===== src/rtl/writeback_stage.sv =====
// writeback_stage: third stage of the NanoQuarter Minion pipeline.
// Buffers execute results in a 2-entry in-order queue and drains them into
// the register-file write port. It also tracks the architectural PC and a
// 16-bit count of retired entries.
// Optional feature: define WB_FWD_EN to enable forwarding lookup of pending
// register writes (fwd_hit/fwd_data). Without it those outputs are tied to 0.
module writeback_stage #(
  parameter int DATA_W = 16,
  parameter int PC_W   = 32,
  parameter int REG_AW = 3
) (
  input  logic              clk,
  input  logic              rst,
  input  logic              in_valid,
  output logic              in_ready,
  input  logic [DATA_W-1:0] in_data,
  input  logic              in_regwrite,
  input  logic [REG_AW-1:0] in_rd,
  input  logic [PC_W-1:0]   in_pc,
  input  logic              rf_ready,
  output logic              rf_we,
  output logic [REG_AW-1:0] rf_waddr,
  output logic [DATA_W-1:0] rf_wdata,
  output logic [PC_W-1:0]   pc_q,
  output logic [15:0]       retire_count,
  input  logic [REG_AW-1:0] fwd_rs,
  output logic              fwd_hit,
  output logic [DATA_W-1:0] fwd_data
);

  logic [DATA_W-1:0] r_data [2];
  logic              r_we   [2];
  logic [REG_AW-1:0] r_rd   [2];
  logic [PC_W-1:0]   r_pc   [2];

  logic              r_head;
  logic              r_tail;
  logic [1:0]        r_count;
  logic [PC_W-1:0]   r_pc_q;
  logic [15:0]       r_retire;

  logic              w_nonempty;
  logic              w_push;
  logic              w_pop;

  // in_ready depends only on the registered count, so rf_ready never reaches it
  assign in_ready   = (r_count != 2'd2);
  assign w_nonempty = (r_count != 2'd0);
  assign w_push     = in_valid && in_ready;
  assign w_pop      = w_nonempty && (!r_we[r_head] || rf_ready);

  // Head presentation to the register-file port, zeroed when empty
  always_comb begin
    rf_we    = 1'b0;
    rf_waddr = '0;
    rf_wdata = '0;
    if (w_nonempty) begin
      rf_we    = r_we[r_head];
      rf_waddr = r_rd[r_head];
      rf_wdata = r_data[r_head];
    end
  end

  // Entry storage; contents are qualified by the count, so no reset is needed
  always_ff @(posedge clk) begin
    if (w_push) begin
      r_data[r_tail] <= in_data;
      r_we[r_tail]   <= in_regwrite;
      r_rd[r_tail]   <= in_rd;
      r_pc[r_tail]   <= in_pc;
    end
  end

  // Pointers, occupancy and retirement state
  always_ff @(posedge clk) begin
    if (rst) begin
      r_head   <= 1'b0;
      r_tail   <= 1'b0;
      r_count  <= 2'd0;
      r_pc_q   <= '0;
      r_retire <= '0;
    end else begin
      if (w_push) r_tail <= ~r_tail;
      if (w_pop) begin
        r_head   <= ~r_head;
        r_pc_q   <= r_pc[r_head];
        r_retire <= r_retire + 16'd1;
      end
      case ({w_push, w_pop})
        2'b10:   r_count <= r_count + 2'd1;
        2'b01:   r_count <= r_count - 2'd1;
        default: r_count <= r_count;
      endcase
    end
  end

  assign pc_q         = r_pc_q;
  assign retire_count = r_retire;

`ifdef WB_FWD_EN
  // Pending-write lookup; the younger entry (tail side) overrides the older one
  always_comb begin
    fwd_hit  = 1'b0;
    fwd_data = '0;
    if (w_nonempty && r_we[r_head] && (r_rd[r_head] == fwd_rs)) begin
      fwd_hit  = 1'b1;
      fwd_data = r_data[r_head];
    end
    if ((r_count == 2'd2) && r_we[~r_head] && (r_rd[~r_head] == fwd_rs)) begin
      fwd_hit  = 1'b1;
      fwd_data = r_data[~r_head];
    end
  end
`else
  logic w_unused_fwd_rs;
  assign w_unused_fwd_rs = ^fwd_rs;
  assign fwd_hit         = 1'b0;
  assign fwd_data        = '0;
`endif

endmodule


===== config.mk =====
export PLATFORM = sky130hd
export DESIGN_NAME = writeback_stage
export DESIGN_NICKNAME = d
export VERILOG_FILES = /design/src/rtl/writeback_stage.sv
export SDC_FILE = /design/constraint.sdc
export NUM_CORES = 1
export LEC_CHECK = 0
export CAP_MARGIN = 20
export CORE_ASPECT_RATIO = 0.75
export CORE_MARGIN = 5
export CORE_UTILIZATION = 49
export CTS_CLUSTER_SIZE = 8
export DETAILED_ROUTE_END_ITERATION = 7
export PLACE_DENSITY = 0.8
export SLEW_MARGIN = 20
export SYNTH_ARGS = -nofsm -noshare
export SYNTH_HDL_FRONTEND = slang
export SYNTH_SLANG_ARGS = --single-unit
export TNS_END_PERCENT = 10

===== constraint.sdc =====
create_clock -name clk -period 4.6 [get_ports clk]
set_input_delay 1.38 -clock clk [delete_from_list [all_inputs] [get_ports clk]]
set_output_delay 1.38 -clock clk [all_outputs]
set_load 0.02 [all_outputs]

==> impl_results.md <==
* Post-layout minimum cycle time at 3770 ps
* Area leader, netlist: edfxtp_1
* Startpoint class of the critical path: flip-flop
* Hold_ws at 491 ps
* Commonest non-fill, non-tap cells in the layout: clkdlybuf4s50_1, edfxtp_1, nor2_1
* Clock power share at 26.7%
* Synthesized cell area at 5900 sq um
* Grt total ovfl at 0
* Flop pwr share at between 40% and 50%
* Final Hold Fails at 0
* EDFF count, synth at 104
* CP bufs+invs at 2
* Clock root cell: clkbuf_16
* WL/cell at around 16 um
* Initial antenna violation count at 0
* CTS clk-pin slew, worst paths at 60 ps
* Worst path top cell family by delay: buffers and inverters
* Chip Height at 105 um
* Crit path max fanout at 12
* Sw Ratio at 32.1%
* Met3 Track Usage GR at ~7%
* Post-CTS Setup Repair Bufs at 0
* # H-tree levels at 4
* Setup violators final at 0
* DR DRC count at 0
* Share of cells above drive strength 1 at 7.79%
* Post-CTS Hold Buffers at 0
* Global-route wire length before repair at 17900 um
* Slew Limit Headroom at 30.2%
* Final wirelength at 11400 um
* GRT busiest layer: met2
* Syn Area/Cell at 14.3 sq um
* Post-synth ARST share at 0%
* Placed cells at 682
* Die area at 14400 sq um
* Port-buffer cells at roughly 120
* Combinational group share of total power at between 30% and 40%
* RePlAce Congestion at 0.779
* IR drop worst, VDD at 0.000421 V
* Final ANT Viol Nets at 0
* TritonCTS Buffers at 17
* Post-DP HPWL at 7500 um
* Ys Warns at 0
* GRT Overall Usage at 16.2%
* Crit Path Class: flip-flop to output pin
* Core ar. at ~12000 sq um
* Rows at 34
* Int Power at 3.43 mW
* Router iterations before antenna repair at 6
* Horiz. Die Dim at 137 um
* Clk sinks at 157
* Hold WC Path Type: flip-flop to flip-flop
* Cts repair resizes at 0
* Top cells by area, synth: edfxtp_1, dfxtp_1, mux2i_1, nor2_1, a211oi_1
* P per Cell Area at 647 nW/um^2
* Cells after Synth at 414
* Unrepaired setup endpoints after global routing: no
* Sequential-to-total area share from yosys stat at 70.9%
* Post-layout util at 66.8%
* FF+latch count, synth at roughly 160
* Yosys cell types at 36
* Fmax at between 200 and 300 MHz
* Share of the synthesized area in the top cell type at between 50% and 60%
* Via count at 3601
* Worst-Skew Late Latency at 410 ps
* Final worst path period share at 81.9%
* Worst-Margin Slew at 1050 ps
* Area added between synthesis and finish at 32.3%
* CTS tree: done
* Sw Pwr at 1.62 mW
* Initial Util at 50.5%
* Met2 Use GR at 26.5%
* WP data required at 3220 ps
* Number of vias per cell at around 5.0
* CTS Buffer Depth at 2
* Most common cell after layout, fill and taps aside: clkdlybuf4s50_1
* Setup crit end kind: output pin
* Delay of the slowest critical-path stage at 770 ps
* Number of fill cells at 830
* Status: completed
* Pleak at 2.68 nW
* Drt initial violations at 130
* Pins over their slew limit at 0
* Ys flop type: edfxtp_1
* Fin Clk Skew at around 10 ps
* Total power at 5.05 mW
* Crit path arrival time at ~2400 ps
* Setup TNS at 0 ps
* Ant diodes at 0
* Nets@finish at 600
* GRT met1 Usage at 19.3%
* Final Non-Filler Cells at 714
* Max-Cap Viols at 0
* Critical Path, Cell by Cell: buf_4 > mux2i_1 > nor2_1 > clkdlybuf4s50_1
* Largest net degree at the start of global routing at 54
* Slowest cell on crit path: dfxtp_1
* Vias in the first global route at roughly 3700
* I/O pins at 145
==> power groups by stage <==
| stage | Sequential [mW] | Combinational (mW) | Clock [mW] |
|---|---|---|---|
| floorplan | 2.16 | 0.911 | 0 |
| global placement | 2.09 | 1.62 | 0 |
| detailed placement | 2.10 | 1.64 | 0 |
| CTS | 2.08 | 1.66 | 1.38 |
| global route | 2.11 | 1.77 | 1.44 |
| finish | 2.07 | 1.64 | 1.35 |
==> state kept, by name, summed over array words and instances, names as in the netlist, named ones only <==
| name | cells |
|---|---|
| retire_count | 16 |
| r_data | 32 |
| r_pc | 64 |
| r_head | 1 |
| r_rd | 6 |
| r_count | 2 |
| r_tail | 1 |
| r_we | 2 |
| pc_q | 32 |
==> through the flow <==
step	cell area [sq um]	setup slack [ps]
global route	7810	696
detailed placement	7230	1020
global placement	7230	1040
CTS	7810	761
floorplan	5960	478
finish	7810	833
==> Yosys cell counts (2+ instances only) <==
cell	count
mux2i_1	52
edfxtp_1	104
nand2_1	4
nand3_1	3
o31ai_1	3
dfxtp_1	53
xor2_1	8
buf_4	17
o211ai_1	2
a21oi_1	9
ha_1	2
xnor2_1	3
or3_1	5
nor2_1	67
o2111ai_1	3
or4_1	3
o21ai_0	5
buf_2	11
a211oi_1	32
clkbuf_1	12
==> worst register-to-register path, delay by kind of cell (launching register included) <==
kind / cells / cell delay, ps
muxes: 1 / 490
adders and majority gates: 1 / 380
and+or+nand+nor: 1 / 370
DFF: 1 / 770
AOI/OAI and AO/OA: 2 / 710
==> cells by family (layout without fill, tap and decap cells) <==
family / Yosys count / in the layout / synth area share [%]
other: 1 / 17 / 0.0635
buffers and inverters: 41 / 163 / 3.92
xor gates and xnor gates: 11 / 11 / 1.63
muxes: 53 / 53 / 9.20
AOI/OAI and AO/OA: 60 / 60 / 7.27
and+or+nand+nor: 89 / 89 / 6.63
adders and majority gates: 2 / 2 / 0.424
DFF: 157 / 157 / 70.9
==> final timing paths <==
path	start	to	slack, ps	depth (start not counted)
hold / removal	retire_count[15]$_SDFFE_PP0P_	retire_count[15]$_SDFFE_PP0P_	490	2
setup reg to reg	flip-flop	r_count[1]$_SDFFE_PP0P_	1810	5
setup / recovery	flip-flop	rf_wdata[13]	830	4
hold reg to reg	retire_count[15]$_SDFFE_PP0P_	retire_count[15]$_SDFFE_PP0P_	490	2
==> layout make-up <==
cell class | instances | area, sq um | share of cell area, %
Tap cell | 162 | 203 | 2.60
Clock inverter | 10 | 113 | 1.44
Inverter | 1 | 3.75 | 0.0481
Timing Repair Buffer | 130 | 1280 | 16.4
Multi-Input combinational cell | 232 | 1560 | 20.0
Sequential cell | 157 | 4190 | 53.6
Clock buffer | 22 | 465 | 5.96
==> per-layer routing <==
| metal | vias to the layer above | wire length, um |
|---|---|---|
| li1 | 1755 | - |
| met1 | 1719 | 4770 |
| met2 | 115 | 5480 |
| met3 | 12 | 1010 |
| met4 | 0 | 119 |
| met5 | - | 0 |
(Power assumes the default switching activity.)
